[src/rtl/input_debouncer_if.sv]
// Button/switch bundle for the input debouncer.
// Raw levels go in; debounced levels and registered edge pulses come out.
interface input_debouncer_if #(
  parameter int NBTN = 5,
  parameter int NSW  = 16
);
  logic [NBTN-1:0] btn;
  logic [NSW-1:0]  sw;
  logic [NBTN-1:0] btn_level;
  logic [NBTN-1:0] btn_press;
  logic [NBTN-1:0] btn_release;
  logic [NSW-1:0]  sw_level;
  logic            sw_changed;

  // Stimulus side: drives raw levels, observes debounced results.
  modport master (
    output btn, sw,
    input  btn_level, btn_press, btn_release, sw_level, sw_changed
  );

  // Debouncer side.
  modport slave (
    input  btn, sw,
    output btn_level, btn_press, btn_release, sw_level, sw_changed
  );
endinterface

[src/rtl/input_debouncer.sv]
// Debouncer for NBTN buttons and NSW switches. Every input is an independent
// channel: 2-flop synchronizer, then a saturating stability counter that only
// lets a new level through after 2^LOG2DELAY consecutive differing samples.

// One debounce channel. 'load' is high in the cycle before 'level' flips,
// so the parent can register edge pulses that line up with the new level.
module debounce_chan #(
  parameter int LOG2DELAY = 16
) (
  input  logic clk,
  input  logic rst_n,
  input  logic raw,
  output logic level,
  output logic load
);
  localparam logic [LOG2DELAY-1:0] CNT_MAX = '1;

  logic                 sync1, sync2;
  logic [LOG2DELAY-1:0] cnt;

  // Window complete and the synchronized input still disagrees: take it.
  assign load = (sync2 != level) && (cnt == CNT_MAX);

  // Synchronizer, stability counter and debounced level. Any return of sync2
  // to the current level clears the counter, discarding a pending change.
  always_ff @(posedge clk or negedge rst_n) begin
    if (!rst_n) begin
      sync1 <= 1'b0;
      sync2 <= 1'b0;
      level <= 1'b0;
      cnt   <= '0;
    end else begin
      sync1 <= raw;
      sync2 <= sync1;
      if (sync2 == level) begin
        cnt <= '0;
      end else if (load) begin
        level <= sync2;
        cnt   <= '0;
      end else begin
        cnt <= cnt + 1'b1;
      end
    end
  end
endmodule

module input_debouncer #(
  parameter int LOG2DELAY = 16,
  parameter int NBTN      = 5,
  parameter int NSW       = 16
) (
  input  logic                clk,
  input  logic                rst_n,
  input_debouncer_if.slave    bus
);
  logic [NBTN-1:0] btn_lvl, btn_ld;
  logic [NSW-1:0]  sw_lvl, sw_ld;
  logic [NBTN-1:0] press_q, release_q;
  logic            chg_q;

  for (genvar i = 0; i < NBTN; i++) begin : g_btn
    debounce_chan #(.LOG2DELAY(LOG2DELAY)) u_chan (
      .clk   (clk),
      .rst_n (rst_n),
      .raw   (bus.btn[i]),
      .level (btn_lvl[i]),
      .load  (btn_ld[i])
    );
  end

  for (genvar i = 0; i < NSW; i++) begin : g_sw
    debounce_chan #(.LOG2DELAY(LOG2DELAY)) u_chan (
      .clk   (clk),
      .rst_n (rst_n),
      .raw   (bus.sw[i]),
      .level (sw_lvl[i]),
      .load  (sw_ld[i])
    );
  end

  // Edge pulses registered on the same edge the level flips; a load always
  // inverts the level, so the old level tells the direction.
  always_ff @(posedge clk or negedge rst_n) begin
    if (!rst_n) begin
      press_q   <= '0;
      release_q <= '0;
      chg_q     <= 1'b0;
    end else begin
      press_q   <= btn_ld & ~btn_lvl;
      release_q <= btn_ld & btn_lvl;
      chg_q     <= |sw_ld;
    end
  end

  assign bus.btn_level   = btn_lvl;
  assign bus.btn_press   = press_q;
  assign bus.btn_release = release_q;
  assign bus.sw_level    = sw_lvl;
  assign bus.sw_changed  = chg_q;
endmodule

[src/flat_wrapper.sv]
// flat-port wrapper written by rule: the top's interface ports become plain ports
module input_debouncer_flat 
#(
  parameter int LOG2DELAY = 16,
  parameter int NBTN      = 5,
  parameter int NSW       = 16
)
  (clk, rst_n, bus_btn, bus_sw, bus_btn_level, bus_btn_press, bus_btn_release, bus_sw_level, bus_sw_changed);
  input_debouncer_if #(.NBTN(NBTN), .NSW(NSW)) bus_i ();
  input  logic clk;
  input  logic rst_n;
  input wire logic [$bits(bus_i.btn)-1:0] bus_btn;
  input wire logic [$bits(bus_i.sw)-1:0] bus_sw;
  output wire logic [$bits(bus_i.btn_level)-1:0] bus_btn_level;
  output wire logic [$bits(bus_i.btn_press)-1:0] bus_btn_press;
  output wire logic [$bits(bus_i.btn_release)-1:0] bus_btn_release;
  output wire logic [$bits(bus_i.sw_level)-1:0] bus_sw_level;
  output wire logic [$bits(bus_i.sw_changed)-1:0] bus_sw_changed;
  assign bus_i.btn = bus_btn;
  assign bus_i.sw = bus_sw;
  assign bus_btn_level = bus_i.btn_level;
  assign bus_btn_press = bus_i.btn_press;
  assign bus_btn_release = bus_i.btn_release;
  assign bus_sw_level = bus_i.sw_level;
  assign bus_sw_changed = bus_i.sw_changed;
  input_debouncer #(.LOG2DELAY(LOG2DELAY), .NBTN(NBTN), .NSW(NSW)) u_core (.clk(clk), .rst_n(rst_n), .bus(bus_i));
endmodule
[config.mk]
export PLATFORM = sky130hd
export DESIGN_NAME = input_debouncer_flat
export DESIGN_NICKNAME = d
export VERILOG_FILES = /design/src/rtl/input_debouncer_if.sv /design/src/rtl/input_debouncer.sv /design/src/flat_wrapper.sv
export SDC_FILE = /design/constraint.sdc
export NUM_CORES = 1
export LEC_CHECK = 0
export ABC_AREA = 1
export CAP_MARGIN = 20
export CORE_ASPECT_RATIO = 1.25
export CORE_MARGIN = 2
export CORE_UTILIZATION = 65
export CTS_BUF_LIST = sky130_fd_sc_hd__clkbuf_16
export DETAILED_ROUTE_END_ITERATION = 7
export PLACE_DENSITY = 0.87
export SYNTH_ARGS = -nofsm -noshare
export SYNTH_HDL_FRONTEND = slang
export SYNTH_SLANG_ARGS = --single-unit
[constraint.sdc]
create_clock -name clk -period 4.2 [get_ports clk]
set_clock_uncertainty 0.1 [all_clocks]
set_input_delay 0.42 -clock clk [delete_from_list [all_inputs] [get_ports clk]]
set_output_delay 0.42 -clock clk [all_outputs]
set_load 0.01 [all_outputs]
* After elaboration in Yosys (flattened, before gate mapping)
Index checks and enable logic that the tools add are counted.
** Storage, ports and cells
- Flip-flop bits (word level) :: 410
- Input bits :: 23
- Output and inout port bits :: 32
** Cells by class
- Add/subtract/negate cells :: 21
- Eq/ne operators :: 63
- Mux-type cells :: 42
- Bitwise gates (word level) :: 24
- Reduce and logical (&&, ||, !) cells :: 43
** Operators by type and width (count)
- 2-to-1 mux 16 bit :: 42
- adder 16 x 1 -> 16 bit (second input constant) :: 21
- equality test 16 bit (second input constant) :: 21
- AND reduction 2 bit :: 21
- equality test 1 bit :: 21
- logical AND 1 bit :: 21
- inequality test 1 bit :: 21
- NOT 1 bit :: 21
- OR reduction 16 bit :: 1
- bitwise AND 5 bit :: 2
- NOT 5 bit :: 1

* Logic depth before layout (Yosys ltp)
Gate-level depths: netlist (run 1).
- Depth in word-level cells :: 4
- Gate-level depth with buffers :: 9
- Gate-level depth less buffers :: 9

* Cells and area by module
A second synthesis (run 1) with hierarchy kept.
** Second synthesis, totals
- Cells, all modules :: 2629
- Area, all modules :: 21032.7 µm²
** Modules (own cells, without submodules)
- debounce_chan :: instances 21, cells each 123, area an instance 982.2 µm²
- input_debouncer :: instances 1, cells each 46, area an instance 406.6 µm²

* Worst setup path after synthesis (run 1)
No wires, ideal clock.
- Path type :: register to register
- Start point :: register u_core.g_sw[4].u_chan.cnt[0]
- End point :: register u_core.g_sw[4].u_chan.cnt[14]
- Setup time :: 139 ps
- Data arrival time :: 1309 ps
- Setup slack :: 2652 ps
- Cell stages (with the launch flop) :: 7
- Path buffers :: 0
- Clock period less this slack :: 1548 ps
- Path through :: dfrtp_1 -> ha_1 -> nand3_1 -> nor2_1 -> nand2_1 -> o21ai_1 -> nor3b_1
** On the way
- Longest elaborated chain between the ends :: 4
** Ends and longest elaborated chain
- start, declared :: line input_debouncer.sv:19 : logic [LOG2DELAY-1:0] cnt;
- start signal, assigned :: line input_debouncer.sv:41 : cnt <= cnt + 1'b1;
- parallel branches: the longest is 2 deep, another holds adder 16 x 1 -> 16 bit
- 2-to-1 mux 16 bit * :: line input_debouncer.sv:37 : end else if (load) begin
- 2-to-1 mux 16 bit * :: line input_debouncer.sv:35 : if (sync2 == level) begin
Mark *: on every way between the ends.
A chain may end at the register's enable or synchronous reset.

* Worst setup path after layout (run 1)
- Start point :: register u_core.g_sw[15].u_chan.level
- End point :: output bus_sw_level[15]
** RTL lines
- start, declared :: line input_debouncer.sv:13 : output logic level,
- start signal, assigned :: line input_debouncer.sv:38 : level <= sync2;
- end, declared :: line flat_wrapper.sv:17 : output wire logic [$bits(bus_i.sw_level)-1:0] bus_sw_level;
No word-level cell between the ends.

==> results of run 1 <==
## what timing repair did
| item | CTS | global route |
|---|---|---|
| gates resized for setup | 0 | 0 |
| endpoints found under the hold margin | 120 | 0 |
| hold buffers | 1 | 0 |
## power groups by stage
| stage | Combinational [mW] | Sequential [mW] | Clock [mW] |
|---|---|---|---|
| after CTS | 0.299 | 4.07 | 3.72 |
| after detailed placement | 0.295 | 4.14 | 0 |
| after global routing | 0.337 | 4.07 | 3.88 |
| after floorplan | 0.147 | 4.13 | 0 |
| after global placement | 0.281 | 4.13 | 0 |
| final | 0.290 | 4.07 | 3.66 |
## placed cells by master (no fill, tap or decap), types with 5 or more instances in the layout
cell and instances:
sky130_fd_sc_hd__dfrtp_1 410, sky130_fd_sc_hd__nand2_2 12, sky130_fd_sc_hd__a31oi_1 6, sky130_fd_sc_hd__inv_2 15, sky130_fd_sc_hd__ha_1 21, sky130_fd_sc_hd__bufinv_16 6
sky130_fd_sc_hd__nor2_4 9, sky130_fd_sc_hd__xor2_1 98, sky130_fd_sc_hd__nand2_1 429, sky130_fd_sc_hd__nor3_2 8, sky130_fd_sc_hd__nor3b_1 40, sky130_fd_sc_hd__nand4_1 36
sky130_fd_sc_hd__nor2_2 30, sky130_fd_sc_hd__clkbuf_16 41, sky130_fd_sc_hd__nor3_1 60, sky130_fd_sc_hd__clkinv_2 8, sky130_fd_sc_hd__clkdlybuf4s50_1 53, sky130_fd_sc_hd__nor2_1 480
sky130_fd_sc_hd__o21ai_0 71, sky130_fd_sc_hd__nand3_1 127, sky130_fd_sc_hd__inv_1 262, sky130_fd_sc_hd__o21bai_1 6, sky130_fd_sc_hd__xnor2_1 52, sky130_fd_sc_hd__nor4_1 5
sky130_fd_sc_hd__a21oi_1 69
## state kept, by name, summed over array words and instances, names as in the netlist, 16 cells and up
register and cells:
u_core.g_sw.u_chan.cnt 256, u_core.g_btn.u_chan.cnt 80, u_core.g_sw.u_chan.sync1 16, u_core.g_sw.u_chan.level 16
u_core.g_sw.u_chan.sync2 16
## stage by stage
stage	cell area [µm²]	power, mW	util, %
6_report	21800	8.02	74.2
5_1_grt	21800	8.29	74.2
4_1_cts	21800	8.09	74.2
3_5_place_dp	20400	4.43	69.6
3_3_place_gp	20400	4.41	69.6
2_1_floorplan	19500	4.27	-
## layout make-up
| class | instances | share of cell area (%) |
|---|---|---|
| Clock inverter | 30 | 1.44 |
| Sequential cell | 410 | 47.1 |
| Timing Repair Buffer | 62 | 2.96 |
| Clock buffer | 41 | 4.71 |
| Tap cell | 396 | 2.27 |
| Inverter | 272 | 4.69 |
| Multi-Input combinational cell | 1590 | 36.8 |
## synth_stat cells (2+ instances only)
master	number	area (µm²)
sky130_fd_sc_hd__a211oi_1	2	15.0
sky130_fd_sc_hd__a21oi_1	69	345
sky130_fd_sc_hd__a31oi_1	6	37.5
sky130_fd_sc_hd__buf_4	21	158
sky130_fd_sc_hd__dfrtp_1	410	10300
sky130_fd_sc_hd__ha_1	21	263
sky130_fd_sc_hd__inv_1	257	965
sky130_fd_sc_hd__inv_2	15	56.3
sky130_fd_sc_hd__nand2_1	429	1610
sky130_fd_sc_hd__nand2_2	12	75.1
sky130_fd_sc_hd__nand2_4	4	45.0
sky130_fd_sc_hd__nand3_1	127	636
sky130_fd_sc_hd__nand3_2	3	30.0
sky130_fd_sc_hd__nand3b_1	4	30.0
sky130_fd_sc_hd__nand4_1	36	225
sky130_fd_sc_hd__nor2_1	480	1800
sky130_fd_sc_hd__nor2_2	30	188
sky130_fd_sc_hd__nor2_4	9	101
sky130_fd_sc_hd__nor3_1	60	300
sky130_fd_sc_hd__nor3_2	8	80.1
sky130_fd_sc_hd__nor3b_1	40	300
sky130_fd_sc_hd__nor3b_2	3	37.5
sky130_fd_sc_hd__nor4_1	5	31.3
sky130_fd_sc_hd__o21ai_0	71	355
sky130_fd_sc_hd__o21ai_1	4	20.0
sky130_fd_sc_hd__o21ai_4	3	48.8
sky130_fd_sc_hd__o21bai_1	6	45.0
sky130_fd_sc_hd__xnor2_1	52	455
sky130_fd_sc_hd__xor2_1	98	858
## kinds of logic (layout without fill, tap and decap cells)
kind of cell | after synthesis | in the layout | synth area share [%]
and+or+nand+nor | 1253 | 1253 | 28.4
DFF | 410 | 410 | 52.7
buffers and inverters | 293 | 405 | 6.06
AOI/OAI and AO/OA | 164 | 164 | 4.57
xor gates and xnor gates | 152 | 152 | 6.92
adders and majority gates | 21 | 21 | 1.35
## metal layers
metal | global-route usage [%] | vias up | routed length, µm
met5 | 0 | - | 0
met2 | 45.9 | 338 | 19600
met4 | 9.24 | 0 | 903
met1 | 29.0 | 7375 | 15800
met3 | 3.80 | 83 | 1430
li1 | - | 7398 | -
## worst max-delay path by stage
stage | from | endpoint | slack [ns] | cells past startpoint
6_report | u_core.g_sw[15].u_chan.level | bus_sw_level[15] | 2.08 | 1
5_1_grt | u_core.g_sw[15].u_chan.level | bus_sw_level[15] | 2.05 | 1
4_1_cts | u_core.g_sw[15].u_chan.level | bus_sw_level[15] | 2.07 | 1
3_5_place_dp | u_core.g_sw[4].u_chan.cnt[0] | u_core.g_sw[4].u_chan.cnt[14] | 2.38 | 6
3_3_place_gp | u_core.g_sw[1].u_chan.cnt[0] | u_core.bus.sw_changed | 2.44 | 9
2_1_floorplan | u_core.g_sw[4].u_chan.cnt[0] | u_core.g_sw[4].u_chan.cnt[14] | 2.65 | 6
==> PnR_summary.wiki, run 1 <==
{| class="wikitable"
! Metric !! Value
|-
| Run status || finished, final reports clean
|-
| Setup crit end kind || output pin
|-
| Switching Power || around 1.8 mW
|-
| Vias in the first global route || about 15000
|-
| Flip-flop and latch count after synthesis || just over 400
|-
| Slowest library cell on the worst path || sky130_fd_sc_hd__clkdlybuf4s50_1
|-
| Launching point of the worst reg2reg path || u_core.g_sw[4].u_chan.cnt[0]
|-
| Worst-path fanout max || 3
|-
| Fmax || between 400 and 500 MHz
|-
| Wire length of the first global-routing pass || about 66 mm
|-
| Reg-to-reg critical path endpoint || u_core.g_sw[4].u_chan.cnt[9]
|-
| RSZ-0062 raised after global routing || no
|-
| Part of the total power dissipated in combinational logic || 3.6%
|-
| Max VDD drop || 0.000371 V
|-
| Count of flip-flops with a built-in enable after synthesis || 0
|-
| Post-synth net total || between 2000 and 2500
|-
| Register area share after synthesis || a little over half
|-
| Clock buffers created by TritonCTS || 40
|-
| Clk buf depth || 3
|-
| Sink count of the clock tree || between 400 and 500
|-
| Slew Limit Fails || 0
|-
| Sum of routed wire length over all layers || 37.8 mm
|-
| Clock period minus worst slack || about 2.1 ns
|-
| Data required time of the critical path || ~3.7 ns
|-
| Crit-path leading delay family || buffers and inverters
|-
| Critical path startpoint category || flop
|-
| Violation count after the first detailed-routing iteration || slightly above 1000
|-
| Hold Violations, Final || 0
|-
| Critical path class || flop to output pin
|-
| Average size of a mapped cell || 8.49 µm²
|-
| Number of antenna violations at the first check in global routing || 0
|-
| Total standard cell area after synthesis || 0.0195 mm²
|-
| Hold Path Cell Cnt || 1
|-
| Worst-path cell chain || clkdlybuf4s50_1
|-
| Initial Utilization || between 60% and 70%
|-
| Final WS setup || approximately 2.1 ns
|-
| Die height || just under 200 µm
|-
| Post-place setup slack || roughly 2.4 ns
|-
| Tightest Hold Check Type || input pin to flop
|-
| Final HPWL from detailed placement || between 20 and 30 mm
|-
| Max-Slew Margin vs Limit || between 30 and 40%
|-
| Pin count of the biggest net entering global routing || 128
|-
| Endpoint arrival time on the critical path || about 1.6 ns
|-
| Slack of the worst reg-to-reg path || about 2.4 ns
|-
| Power per unit of standard cell area || 368 mW/mm²
|-
| Placeable core area || a little under 0.03 mm²
|-
| Horizontal extent of the die || ~160 µm
|-
| Number of buffers inserted to repair setup after CTS || 0
|-
| DRC viols || 0
|-
| Area taken by multi-input logic gates || 0.00802 mm²
|-
| Filler cell count || slightly above 2000
|-
| Delay of the slowest cell on the worst path || 0.59 ns
|-
| Portion of total power attributed to sequential cells || between 50% and 60%
|-
| Post-DR wirelength/cell || 13.5 µm
|-
| Clock power share || a little under half
|-
| Lkg Pwr || 9.72 nW
|-
| Final setup viols || 0
|-
| N_diodes || 0
|-
| Clock latency of the later-clocked register in the worst-skew pair || ~0.55 ns
|-
| Fin nets || between 2000 and 2500
|-
| Length of the first detailed-routing pass in iterations || 5
|-
| Final antenna-violating net count || 0
|-
| TritonCTS clock tree || yes
|-
| Root buffer cell || sky130_fd_sc_hd__clkbuf_16
|-
| Hold path startpoint || bus_btn[4]
|-
| Placed Instances || 2729
|-
| Post-layout instance count excluding filler cells || ~2800
|-
| Async S/R FF share, synth || 100%
|-
| Post-Syn Instances || 2293
|-
| Post-route clock period utilization || ~50%
|-
| Hold EP || u_core.g_btn[4].u_chan.sync1
|-
| Design internal power || 6.26 mW
|-
| Setup TNS || 0 ns
|-
| Overall Global Routing Usage || 24.7%
|-
| Via Count || between 15000 and 20000
|-
| Clock-pin slew on the worst setup and hold paths || roughly 0.06 ns
|-
| WHS || 0.213 ns
|-
| Critical path buffers and inverters || 1
|-
| Clock H-tree levels || 2
|-
| Sw frac || 21.9%
|-
| GR Overflow Total || 0
|-
| Average via count per standard cell || ~5.4
|-
| Total number of yosys warnings || 0
|-
| Final Wtd Congestion || roughly 0.9
|-
| Combined flip-flop and latch cell area || a little over 0.01 mm²
|-
| Distinct cell type count after synthesis || 37
|-
| Most used DFF post-synth || sky130_fd_sc_hd__dfrtp_1
|-
| Die ar. || around 0.031 mm²
|-
| Number of top-level pins || between 50 and 60
|-
| Total number of placement rows || 70
|-
| Reg2reg path depth || 8
|-
| Fraction of final layout cells sized beyond drive strength 1 || roughly 6.7%
|-
| Max-capacitance violation count || 0
|-
| Slew @ Worst Pin || about 0.93 ns
|-
| Layout area overhead || 11.9%
|-
| IO buf count || between 50 and 60
|}
Power figures use the tool's default switching activity.
==> run 2: changes to the inputs <==
--- a/config.mk
+++ b/config.mk
@@ -9,10 +9,10 @@
 export CAP_MARGIN = 20
 export CORE_ASPECT_RATIO = 1.25
 export CORE_MARGIN = 2
-export CORE_UTILIZATION = 65
+export CORE_UTILIZATION = 62
 export CTS_BUF_LIST = sky130_fd_sc_hd__clkbuf_16
 export DETAILED_ROUTE_END_ITERATION = 7
-export PLACE_DENSITY = 0.87
+export PLACE_DENSITY = 0.84
 export SYNTH_ARGS = -nofsm -noshare
 export SYNTH_HDL_FRONTEND = slang
 export SYNTH_SLANG_ARGS = --single-unit
==> constraint.sdc (replaced) <==
create_clock -name clk -period 2 [get_ports clk]
set_clock_uncertainty 0.1 [all_clocks]
set_input_delay 0.2 -clock clk [delete_from_list [all_inputs] [get_ports clk]]
set_output_delay 0.2 -clock clk [all_outputs]
set_load 0.01 [all_outputs]
==> PnR_summary.wiki, run 2 (synthesis gave the netlist of run 1 again) <==
{| class="wikitable"
! Metric !! Value
|-
| Slowest library cell on the worst path || sky130_fd_sc_hd__clkdlybuf4s50_1
|-
| Wire length of the first global-routing pass || 66.5 mm
|-
| Die ar. || 0.0328 mm²
|-
| RSZ-0062 raised after global routing || no
|-
| Lkg Pwr || roughly 9.8 nW
|-
| TritonCTS clock tree || yes
|-
| Total number of placement rows || roughly 70
|-
| Startpoint of the most critical setup path || u_core.g_sw[9].u_chan.level
|-
| Max-Slew Margin vs Limit || 69.0%
|-
| Most common library cell in the layout ignoring fill and taps || sky130_fd_sc_hd__nor2_1
|-
| Max VDD drop || around 0.00074 V
|-
| Crit-path leading delay family || buffers and inverters
|-
| Met2 usage || a little over two fifths
|-
| Endpoint arrival time on the critical path || 1.57 ns
|-
| N_diodes || 0
|-
| Sum of routed wire length over all layers || approximately 38 mm
|-
| Clock latency of the later-clocked register in the worst-skew pair || roughly 0.54 ns
|-
| Clock period minus worst slack || between 1.5 and 2 ns
|-
| Sink count of the clock tree || 410
|-
| Launching point of the worst reg2reg path || u_core.g_sw[4].u_chan.cnt[0]
|-
| Levels on crit path || 1
|-
| Power per unit of standard cell area || 768 mW/mm²
|-
| Setup TNS || 0 ns
|-
| Tightest Hold Check Type || input pin to flop
|-
| Final setup viols || 0
|-
| Vias in the first global route || between 15000 and 20000
|-
| Worst-path fanout max || 3
|-
| Met3 Track Usage GR || around 3.5%
|-
| Fmax || roughly 540 MHz
|-
| Max-capacitance violation count || 0
|-
| Filler cell count || between 2000 and 2500
|-
| Top Registers || u_core.g_sw.u_chan.cnt x256, u_core.g_btn.u_chan.cnt x80
|-
| Slew Limit Fails || 0
|-
| Number of antenna violations at the first check in global routing || 0
|-
| Fraction of the core area covered by cells at the end of the flow || approximately 71%
|-
| Final Wtd Congestion || about 0.87
|-
| Violation count after the first detailed-routing iteration || a little under 1000
|-
| Clk buf depth || 3
|-
| Clock buffers created by TritonCTS || 41
|-
| Register bank with the most flops || u_core.g_sw.u_chan.cnt
|-
| GR Overflow Total || 0
|-
| WHS || approximately 0.011 ns
|-
| IO buf count || 54
|-
| Worst-path cell chain || clkdlybuf4s50_1
|-
| Fraction of final layout cells sized beyond drive strength 1 || 6.95%
|-
| Via Count || approximately 15000
|-
| Max reg flops || 256
|-
| Placeable core area || around 0.031 mm²
|-
| Initial Utilization || a little over three fifths
|-
| Average via count per standard cell || 5.30
|-
| Post-DR wirelength/cell || around 13 µm
|-
| Pin count of the biggest net entering global routing || between 70 and 80
|-
| Hold Violations, Final || 0
|-
| Length of the first detailed-routing pass in iterations || 8
|-
| Data required time of the critical path || ~1.7 ns
|-
| Final HPWL from detailed placement || between 20 and 30 mm
|-
| Critical path startpoint category || flop
|-
| Clock-pin slew on the worst setup and hold paths || approximately 0.060 ns
|-
| Worst Setup EP || bus_sw_level[9]
|-
| Number of buffers inserted to repair setup after CTS || 0
|-
| Critical path class || flop to output pin
|-
| Reg2reg path depth || 8
|-
| Die height || approximately 200 µm
|-
| Delay of the slowest cell on the worst path || ~0.57 ns
|-
| Slack of the worst reg-to-reg path || around 0.16 ns
|-
| Reg-to-reg critical path endpoint || u_core.g_sw[4].u_chan.cnt[13]
|-
| Post-route clock period utilization || 93.3%
|-
| Run status || finished, final reports clean
|-
| Critical path buffers and inverters || 1
|-
| Layout area overhead || 13.2%
|-
| DRC viols || 0
|-
| Final antenna-violating net count || 0
|-
| Root buffer cell || sky130_fd_sc_hd__clkbuf_16
|-
| Slew @ Worst Pin || 0.461 ns
|-
| Horizontal extent of the die || between 150 and 200 µm
|-
| Number of top-level pins || 55
|-
| Most heavily used metal layer in global routing || met2
|-
| Global routing usage on met1 || ~30%
|-
| Overall Global Routing Usage || a little under a quarter
|-
| Setup crit end kind || output pin
|-
| Fin nets || about 2400
|-
| Most frequent cells in the layout || sky130_fd_sc_hd__nor2_1 (478), sky130_fd_sc_hd__nand2_1 (429), sky130_fd_sc_hd__dfrtp_1 (410), sky130_fd_sc_hd__inv_1 (263), sky130_fd_sc_hd__nand3_1 (127)
|-
| Clock H-tree levels || 2
|}
run 2: cell type report:
type | count | area, µm² | area share (%)
repair buffers | 83 | 861 | 3.91
clock inverters | 32 | 280 | 1.27
well taps | 407 | 509 | 2.31
multi-input cells | 1590 | 8020 | 36.4
flip-flops and latches | 410 | 10300 | 46.6
inverters | 272 | 1020 | 4.63
clock buffers | 43 | 1080 | 4.88
run 2: per-stage QoR:
stage	power [mW]	area, µm²	cells	worst slack, ns
after global routing	17.6	22000	2837	0.00411
after CTS	17.1	22000	2837	0.0766
final	16.9	22000	2837	0.134
after floorplan	8.98	19500	2293	0.452
after global placement	9.29	20500	2748	0.210
after detailed placement	9.33	20500	2748	0.145
run 2: how the worst min path moves through the flow:
stage / from / endpoint / depth (start not counted) / slack [ns]
after detailed placement: rst_n / u_core.g_btn[4].u_chan.cnt[1] / 1 / 0.02
after floorplan: rst_n / u_core.bus.btn_press[0] / 0 / -0.20
after CTS: bus_btn[0] / u_core.g_btn[0].u_chan.sync1 / 1 / 0.003
after global routing: bus_sw[1] / u_core.g_sw[1].u_chan.sync1 / 1 / 0.002
after global placement: rst_n / u_core.g_btn[4].u_chan.cnt[0] / 1 / 0.02
final: bus_sw[1] / u_core.g_sw[1].u_chan.sync1 / 1 / 0.01
run 2: power by group:
part	internal (mW)	switching (mW)	total, mW	leakage [nW]
combinational	0.222	0.423	0.645	3.57
clock	4.55	3.19	7.74	0.697
sequential	8.44	0.102	8.54	5.58
run 2: repair_timing:
action,in CTS,in global routing
gates resized for setup,0,2
hold buffers,14,0
setup endpoints to repair,0,6
endpoints found under the hold margin,423,0
run 2: metal layers:
metal,vias to the layer above,wire (µm),share of wire [%]
li1,7445,-,-
met1,7239,15800,42
met2,274,19500,52
met3,71,1410,3.7
met4,0,839,2.2
met5,-,0,0
==> run 3: changes to the inputs <==
--- a/config.mk
+++ b/config.mk
@@ -12,6 +12,7 @@
 export CORE_UTILIZATION = 62
 export CTS_BUF_LIST = sky130_fd_sc_hd__clkbuf_16
 export DETAILED_ROUTE_END_ITERATION = 7
+export MAX_ROUTING_LAYER = met4
 export PLACE_DENSITY = 0.84
 export SYNTH_ARGS = -nofsm -noshare
 export SYNTH_HDL_FRONTEND = slang
==> PnR_summary.wiki, run 3 (synthesis gave the netlist of run 1 again) <==
{| class="wikitable"
! Metric !! Value
|-
| Worst-path fanout max || 3
|-
| Number of buffers inserted to repair setup after CTS || 0
|-
| Vias in the first global route || about 15000
|-
| TritonCTS clock tree || yes
|-
| Combined flip-flop and latch cell area || slightly above 0.01 mm²
|-
| Most frequent cells in the layout || sky130_fd_sc_hd__nor2_1 (479), sky130_fd_sc_hd__nand2_1 (429), sky130_fd_sc_hd__dfrtp_1 (410), sky130_fd_sc_hd__inv_1 (263), sky130_fd_sc_hd__nand3_1 (127)
|-
| Post-route clock period utilization || between 90% and 100%
|-
| Fin nets || approximately 2400
|-
| Clock buffers created by TritonCTS || between 40 and 50
|-
| Crit-path leading delay family || buffers and inverters
|-
| IO buf count || 54
|-
| Final setup viols || 0
|-
| Delay of the slowest cell on the worst path || ~0.57 ns
|-
| Critical path startpoint category || flop
|-
| Lkg Pwr || roughly 9.8 nW
|-
| Slew Limit Fails || 0
|-
| Most common library cell in the layout ignoring fill and taps || sky130_fd_sc_hd__nor2_1
|-
| Final HPWL from detailed placement || between 20 and 30 mm
|-
| Final Wtd Congestion || approximately 0.88
|-
| Overall Global Routing Usage || roughly 24%
|-
| Sink count of the clock tree || 410
|-
| GR Overflow Total || 0
|-
| Max reg flops || 256
|-
| Wire length of the first global-routing pass || 65.9 mm
|-
| Clock H-tree levels || 2
|-
| N_diodes || 0
|-
| Critical path class || flop to output pin
|-
| Total number of placement rows || 72
|-
| Horizontal extent of the die || approximately 160 µm
|-
| Filler cell count || 2275
|-
| Die ar. || approximately 0.033 mm²
|-
| Fmax || approximately 540 MHz
|-
| Root buffer cell || sky130_fd_sc_hd__clkbuf_16
|-
| RSZ-0062 raised after global routing || no
|-
| Max-capacitance violation count || 0
|-
| Power per unit of standard cell area || 751 mW/mm²
|-
| Max-Slew Margin vs Limit || about two thirds
|-
| Post-DR wirelength/cell || 13.3 µm
|-
| Tightest Hold Check Type || input pin to flop
|-
| Slew @ Worst Pin || approximately 0.49 ns
|-
| Top Registers || u_core.g_sw.u_chan.cnt x256, u_core.g_btn.u_chan.cnt x80
|-
| Setup crit end kind || output pin
|-
| Setup TNS || 0 ns
|-
| Register bank with the most flops || u_core.g_sw.u_chan.cnt
|-
| Endpoint arrival time on the critical path || 1.54 ns
|-
| Number of antenna violations at the first check in global routing || 0
|-
| Placeable core area || between 0.03 and 0.04 mm²
|-
| Clock latency of the later-clocked register in the worst-skew pair || approximately 0.53 ns
|-
| Area taken by multi-input logic gates || about 0.008 mm²
|-
| Violation count after the first detailed-routing iteration || 885
|-
| Pin count of the biggest net entering global routing || 82
|-
| Via Count || approximately 15000
|-
| Slowest library cell on the worst path || sky130_fd_sc_hd__clkdlybuf4s50_1
|-
| Initial Utilization || between 60% and 70%
|-
| Layout area overhead || 12.3%
|-
| Length of the first detailed-routing pass in iterations || 6
|-
| Hold Violations, Final || 0
|-
| Clock period minus worst slack || 1.84 ns
|-
| Run status || finished, final reports clean
|-
| Critical path buffers and inverters || 1
|-
| Fraction of final layout cells sized beyond drive strength 1 || 6.90%
|-
| Post-place setup slack || 0.151 ns
|-
| Worst-path cell chain || clkdlybuf4s50_1
|-
| Average via count per standard cell || between 5 and 6
|-
| Final WS setup || about 0.16 ns
|-
| Sum of routed wire length over all layers || between 30 and 40 mm
|-
| Data required time of the critical path || around 1.7 ns
|-
| Final antenna-violating net count || 0
|-
| Clock-pin slew on the worst setup and hold paths || roughly 0.060 ns
|-
| Die height || approximately 200 µm
|-
| Clk buf depth || 3
|-
| DRC viols || 0
|-
| Number of top-level pins || 55
|-
| Max VDD drop || around 0.0007 V
|}
-- run 3: cell count changes in the layout (fill, tap and decap cells not counted), sizes merged --
| cell | before | now |
|---|---|---|
| clkbuf | 43 | 41 |
| bufinv | 5 | 3 |
| inv | 280 | 278 |
| dlygate4sd3 | 14 | 6 |
| clkinvlp | 0 | 2 |
| buf | 16 | 19 |
-- run 3: repair_timing --
action                     in CTS  in global routing
hold endpoints to repair      406                  1
gates resized for setup         0                  1
setup endpoints to repair       0                  3
hold buffers                    5                  1
-- run 3: final cells by class --
type                    count  area share [%]
multi-input cells        1590            36.7
repair buffers             78            3.68
inverters                 272            4.67
well taps                 407            2.33
flip-flops and latches    410            47.0
clock buffers              41            4.70
clock inverters            30           0.968
-- run 3: per-layer routing --
layer | vias to the layer above | global-route usage [%] | share of wire, %
li1 | 7423 | - | -
met1 | 7261 | 29.6 | 43
met2 | 329 | 42.1 | 51
met3 | 81 | 3.45 | 3.8
met4 | 0 | 7.96 | 2.5
met5 | - | - | 0
-- run 3: through the flow --
| step | power [mW] | area (µm²) | instances | hold slack [ns] | util (%) |
|---|---|---|---|---|---|
| 5_1_grt | 17.0 | 21900 | 2828 | 0.00753 | 70.7 |
| 2_1_floorplan | 8.98 | 19500 | 2293 | -0.196 | - |
| 3_3_place_gp | 9.30 | 20600 | 2751 | -0.0311 | 66.5 |
| 3_5_place_dp | 9.33 | 20600 | 2751 | -0.0277 | 66.5 |
| 6_report | 16.4 | 21900 | 2828 | 0.0104 | 70.7 |
| 4_1_cts | 16.5 | 21800 | 2827 | 0.000275 | 70.7 |
-- run 3: path summary, 6_finish.rpt --
kind                                              startpoint  slack (ns)  cells past startpoint                            end
worst max-delay path             u_core.g_sw[8].u_chan.level        0.16                      1                bus_sw_level[8]
worst min-delay path                              bus_sw[13]        0.01                      1   u_core.g_sw[13].u_chan.sync1
min in group asynchronous                              rst_n        0.02                      2  u_core.g_sw[10].u_chan.cnt[6]
worst max register to register  u_core.g_sw[4].u_chan.cnt[0]        0.17                      8  u_core.g_sw[4].u_chan.cnt[11]
max in group asynchronous                              rst_n        1.05                      4   u_core.g_btn[0].u_chan.level
worst min register to register  u_core.g_btn[2].u_chan.sync1        0.25                      0   u_core.g_btn[2].u_chan.sync2
-- run 3: power breakdown --
part / leakage (nW) / switching (mW) / internal (mW)
clock: 0.633 / 3.12 / 4.10
sequential: 5.58 / 0.104 / 8.44
combinational: 3.55 / 0.420 / 0.216
total: 9.76 / 3.64 / 12.8
-- run 3: worst register-to-register path, delay by kind of cell, from the launching register on --
kind | cells | cell delay (ns)
adder cells (fa/ha/maj) | 1 | 0.20
flip-flops | 1 | 0.37
AO/OA/AOI/OAI | 2 | 0.17
AND/OR/NAND/NOR | 5 | 0.89
